==> src/rtl/switch_debouncer.sv <==
// Two-flop synchronizer plus tick-sampled debouncer for the board slide switches.
// Optional SWITCH_FREEZE_EN adds a freeze input that holds sw_clean and suppresses pulses.
module switch_debouncer #(
    parameter int WIDTH          = 16,
    parameter int TICK_DIV       = 100000,
    parameter int STABLE_SAMPLES = 4
) (
    input  logic             clk,
    input  logic             rst,
`ifdef SWITCH_FREEZE_EN
    input  logic             freeze,
`endif
    input  logic [WIDTH-1:0] sw_raw,
    output logic [WIDTH-1:0] sw_clean,
    output logic [WIDTH-1:0] sw_rise,
    output logic [WIDTH-1:0] sw_fall,
    output logic             sw_change
);

    localparam int CNT_W = (TICK_DIV > 1) ? $clog2(TICK_DIV) : 1;
    localparam logic [CNT_W-1:0] TICK_LAST = CNT_W'(TICK_DIV - 1);

    logic [WIDTH-1:0]          sync_meta;
    logic [WIDTH-1:0]          sync_q;
    logic [CNT_W-1:0]          tick_count;
    logic                      tick;
    logic                      accept_en;
    logic [STABLE_SAMPLES-1:0] hist      [WIDTH];
    logic [STABLE_SAMPLES-1:0] hist_next [WIDTH];
    logic [WIDTH-1:0]          clean_next;
    logic [WIDTH-1:0]          rise_next;
    logic [WIDTH-1:0]          fall_next;

    assign tick = (tick_count == TICK_LAST);

`ifdef SWITCH_FREEZE_EN
    // History keeps qualifying while frozen; only acceptance is withheld.
    assign accept_en = tick & ~freeze;
`else
    assign accept_en = tick;
`endif

    always_ff @(posedge clk or posedge rst) begin
        if (rst) begin
            sync_meta  <= '0;
            sync_q     <= '0;
            tick_count <= '0;
        end else begin
            sync_meta  <= sw_raw;
            sync_q     <= sync_meta;
            tick_count <= tick ? '0 : tick_count + 1'b1;
        end
    end

    // Acceptance looks at the history including the sample taken this tick.
    always_comb begin
        clean_next = sw_clean;
        rise_next  = '0;
        fall_next  = '0;
        for (int i = 0; i < WIDTH; i++) begin
            hist_next[i] = hist[i];
            if (tick) begin
                hist_next[i] = {hist[i][STABLE_SAMPLES-2:0], sync_q[i]};
            end
            if (accept_en) begin
                if ((&hist_next[i]) && !sw_clean[i]) begin
                    clean_next[i] = 1'b1;
                    rise_next[i]  = 1'b1;
                end else if (!(|hist_next[i]) && sw_clean[i]) begin
                    clean_next[i] = 1'b0;
                    fall_next[i]  = 1'b1;
                end
            end
        end
    end

    always_ff @(posedge clk or posedge rst) begin
        if (rst) begin
            for (int i = 0; i < WIDTH; i++) begin
                hist[i] <= '0;
            end
            sw_clean  <= '0;
            sw_rise   <= '0;
            sw_fall   <= '0;
            sw_change <= 1'b0;
        end else begin
            for (int i = 0; i < WIDTH; i++) begin
                hist[i] <= hist_next[i];
            end
            sw_clean  <= clean_next;
            sw_rise   <= rise_next;
            sw_fall   <= fall_next;
            sw_change <= |(rise_next | fall_next);
        end
    end

endmodule

==> config.mk <==
export PLATFORM = sky130hd
export DESIGN_NAME = switch_debouncer
export DESIGN_NICKNAME = d
export VERILOG_FILES = /design/src/rtl/switch_debouncer.sv
export SDC_FILE = /design/constraint.sdc
export NUM_CORES = 1
export LEC_CHECK = 0
export CAP_MARGIN = 20
export CORE_MARGIN = 2
export CORE_UTILIZATION = 55
export CTS_BUF_LIST = sky130_fd_sc_hd__clkbuf_4 sky130_fd_sc_hd__clkbuf_8 sky130_fd_sc_hd__clkbuf_16
export CTS_CLUSTER_DIAMETER = 80
export DETAILED_ROUTE_END_ITERATION = 10
export GPL_TIMING_DRIVEN = 0
export PLACE_DENSITY = 0.79
export SLEW_MARGIN = 30
export SYNTH_ARGS = -nofsm -noshare
export SYNTH_HDL_FRONTEND = slang
export SYNTH_SLANG_ARGS = --single-unit
==> constraint.sdc <==
create_clock -name clk -period 6.58 [get_ports clk]
set_input_delay 1.974 -clock clk [delete_from_list [all_inputs] [get_ports clk]]
set_output_delay 1.974 -clock clk [all_outputs]
set_load 0.01 [all_outputs]
== Word level (Yosys, flattened, before mapping) ==
Index checks and enable logic that the tools add are counted.

* $add $sub $neg: 1
* Equality and inequality tests: 1
* Multiplexer cells: 129
* Bitwise operators: 1
* Reductions and logical operators: 129

{| class="wikitable"
|+ Operator list
! kind !! number
|-
| 1-bit two-way mux || 112
|-
| 4-bit two-way mux || 16
|-
| 4-bit AND reduction || 16
|-
| 4-bit OR reduction || 16
|-
| 1-bit logical AND || 32
|-
| 1-bit zero test || 32
|-
| 2-bit AND reduction || 16
|-
| 2-bit nonzero test || 16
|-
| 17-bit by 1-bit adder with 17-bit output, second input constant || 1
|-
| 17-bit equality test, second input constant || 1
|-
| 17-bit two-way mux || 1
|-
| 16-bit OR || 1
|-
| 16-bit OR reduction || 1
|}

* Flip-flop bits (word level): 162
* Input port bits: 18
* Output and inout port bits: 49
* Word-level logic and storage cells: 299

== Logic depth before layout (Yosys ltp) ==
* Word-level depth: 10
* Mapped depth: 9
* Depth with buffers taken out: 6

== Worst setup path before layout ==
Ideal clock, no wire load.

* Path kind: flip-flop to output port
* Start: register sw_clean[11]
* End: output port sw_clean[11]
* Arrival time: 0.430 ns
* Required time: 4.606 ns
* Slack: 4.176 ns
* Cell stages (with the launch flop): 1
* Path buffers: 0
* Cells stage by stage: dfrtp_1

{| class="wikitable"
|+ RTL lines
! item !! line !! source
|-
| start: declaration || 14 || <nowiki>output logic [WIDTH-1:0] sw_clean,</nowiki>
|-
| start signal: assignment || 90 || <nowiki>sw_clean <= clean_next;</nowiki>
|}

No word-level cell between the ends.

== Worst setup path after layout ==
* Start: register sw_clean[11]
* End: output port sw_clean[11]

No word-level cell between the ends.

==> impl_metrics.env <==
export IMPL_vias_per_cell=5.342
export IMPL_core_area_mm2=0.009864
export IMPL_fin_crit_sh_pct=54.02
export IMPL_synth_compound_area_share_pct=3.671
export IMPL_cts_setup_buffers=0
export IMPL_arrival_ns=1.58
export IMPL_drive_above_1_share_pct=9.390
export IMPL_fin_worst_skew_ns=0.008616
export IMPL_die_h_um=105.1
export IMPL_syn_area_mm2=0.005624
export IMPL_antenna_cells=0
export IMPL_slew_headroom_pct=50.77
export IMPL_powerDensity_mw_per_mm2=255.6
export IMPL_grt_busiest_layer="met2"
export IMPL_path_class="reg2out"
export IMPL_drt_pass1_iter_count=4
export IMPL_crit_family="buffers and inverters"
export IMPL_wl_per_cell_um=15.00
export IMPL_clk_path_buf_depth=2
export IMPL_grt_usage_pct=23.28
export IMPL_fp_row_count=36
export IMPL_io_buffers=66
export IMPL_grt_pass1_vias=4115
export IMPL_synth_top_area_cell="dfrtp_1"
export IMPL_grt_start_max_net_pins=82
export IMPL_cts_reportedPaths_clkPinSlew_ns=0.06
export IMPL_drtIter0Drc=208
export IMPL_cp_slowest_stage_delay_ns=0.58
export IMPL_syn_nets=559
export IMPL_vias=4124
export IMPL_ant_nets=0
export IMPL_yosysWarningCount=0
export IMPL_critPathLaunchType="flip-flop"
export IMPL_fmax_mhz=281.3
export IMPL_yosys_top_cells_count="nand2_1, dfrtp_1, nor2_1, nand3_1, o21ai_0"
export IMPL_start_util_pct=57.01
export IMPL_end_kind="output port"
export IMPL_min_period_ns=3.554
export IMPL_insertion_delay_ns=0.54
export IMPL_p_leak_nw=3.286
export IMPL_root_buffer="clkbuf_8"
export IMPL_worst_pin_slew_ns=0.7384
export IMPL_ys_flop_type="dfrtp_1"
export IMPL_htree_levels=4
export IMPL_ctsHoldBuffers=0
export IMPL_ys_ff_latch=146
export IMPL_overflow=0
export IMPL_worstPathMaxFanout=6
export IMPL_worst_hold_path_type="reg2reg"
export IMPL_crit_buf_inv=1
export IMPL_synth_simple_area_share_pct=26.92
export IMPL_cts_tree="built"
export IMPL_rsz0062_at_grt="false"
export IMPL_die_x_um=105.1
export IMPL_synth_top_area_share_pct=64.96
export IMPL_cts_buffers_inserted=17
export IMPL_final_util_pct=71.18
export IMPL_crit_chain="clkdlybuf4s50_1"
export IMPL_fill_cells=695
export IMPL_ir_worst_vdd_v=0.0002137
export IMPL_place_congestion=0.8232
export IMPL_slew_violations=0
export IMPL_synthCells=540
export IMPL_synth_mux_area_share_pct=0
export IMPL_dieArea_mm2=0.01105
export IMPL_ys_async_sr_fraction_pct=100.0
export IMPL_grt_pass1_wl_um=19550
export IMPL_synth_most_common_cell="nand2_1"
export IMPL_synth_cell_types=43
export IMPL_hold_viol_final=0
export IMPL_cp_slowest_cell="clkdlybuf4s50_1"
export IMPL_synth_top_family_by_area="simple AND/OR/NAND/NOR gates"
export IMPL_setup_violations=0
export IMPL_yosys_top_cells_area="dfrtp_1, nand2_1, nor2_1"
export IMPL_finalPower_w=0.001795
export IMPL_synth_adder_area_share_pct=0.2225
export IMPL_drcViolationCount=0
export IMPL_post_cts_resized=0
export IMPL_antenna_found_initial=0
export IMPL_ios=67
export IMPL_clock_sinks=146
export IMPL_nNetsFinal=645
export IMPL_synth_avg_cell_area_um2=10.42
export IMPL_wl_um=11580
export IMPL_area_growth_syn_to_layout_pct=24.85
export IMPL_hpwl_um=7987
export IMPL_ys_seq_area_share_pct=64.96
export IMPL_met3_usage_pct=6.550
export IMPL_fin_setup_tns_ns=0
export IMPL_use_met2_pct=36.97
export IMPL_synth_enable_flop_cells=0
export IMPL_met1_usage_pct=29.78
export IMPL_required_ns=4.61
export IMPL_max_cap_violations=0
export IMPL_status="finished, final reports clean"
export IMPL_synth_xor_area_share_pct=1.869
[power breakdown]
group          internal, W  switching [W]
Combinational    0.0000124      0.0000198
Clock             0.000486       0.000363
Sequential        0.000908     0.00000581
[state kept, by name, indices dropped and copies added, names as in the netlist]
name	count
sync_meta	16
sw_fall	16
sw_rise	16
sw_change	1
tick_count	17
hist	48
sw_clean	16
sync_q	16
[metal layers]
metal | vias to the layer above | wire length [um]
li1 | 1978 | -
met1 | 2011 | 4939
met2 | 113 | 5878
met3 | 22 | 540
met4 | 0 | 220
met5 | - | 0
[layout make-up]
type | count | area [um^2] | area share [%]
plain buffers | 20 | 98.84 | 1.408
inverters | 9 | 41.29 | 0.5880
clock inverters | 12 | 86.33 | 1.230
repair buffers | 67 | 688.2 | 9.800
clock buffers | 20 | 449.2 | 6.397
well taps | 133 | 166.4 | 2.370
multi-input cells | 365 | 1838 | 26.18
flip-flops and latches | 146 | 3654 | 52.03
[metrics by stage]
step | hold WS, ns | setup WS (ns) | area [um^2] | cells
floorplan | 0.3312 | 0.6830 | 5624 | 540
global placement | 0.3330 | -0.9774 | 6451 | 739
detailed placement | 0.3371 | 3.386 | 6486 | 740
CTS | 0.3481 | 3.005 | 7022 | 772
global route | 0.3548 | 2.973 | 7022 | 772
finish | 0.3485 | 3.026 | 7022 | 772
[worst paths after layout]
| check | from | to | slack [ns] | cells past startpoint |
|---|---|---|---|---|
| min | sync_meta[14]$_DFF_PP0_ | sync_q[14]$_DFF_PP0_ | 0.35 | 0 |
| max in group asynchronous | rst | sw_fall[7]$_DFF_PP0_ | 3.99 | 3 |
| min reg2reg | sync_meta[14]$_DFF_PP0_ | sync_q[14]$_DFF_PP0_ | 0.35 | 0 |
| min in group asynchronous | rst | hist[2]$_DFF_PP0_ | 1.88 | 2 |
| max reg2reg | tick_count[0]$_DFF_PP0_ | sw_fall[10]$_DFF_PP0_ | 4.24 | 7 |
| max | sw_clean[11]$_DFFE_PP0P_ | sw_clean[11] | 3.03 | 1 |
[cell families after synthesis]
kind of cell	Yosys count
AO/OA/AOI/OAI	33
XOR/XNOR	12
adder cells (fa/ha/maj)	1
buffers and inverters	29
flip-flops	146
AND/OR/NAND/NOR	319
[layout by cell type (no fill, tap or decap), drive strengths merged, types with 3 or more instances in the layout]
cell type / Yosys / layout
o2bb2ai: 5 / 5
nand2b: 7 / 7
a21oi: 3 / 3
xor2: 6 / 6
o22ai: 4 / 4
nand4: 10 / 10
nand3: 19 / 19
clkbuf: 5 / 25
a31oi: 3 / 3
inv: 9 / 9
nor4: 10 / 10
or2: 6 / 6
dfrtp: 146 / 146
clkdlybuf4s50: 0 / 66
xnor2: 6 / 6
clkinvlp: 0 / 3
buf: 15 / 16
nand4b: 3 / 3
or3: 10 / 10
and3: 6 / 6
nor3b: 3 / 3
o21ai: 14 / 14
clkinv: 0 / 9
nor3: 13 / 13
nor2: 52 / 52
nand2: 164 / 164
Note: power is estimated with default switching activity, not from simulation.
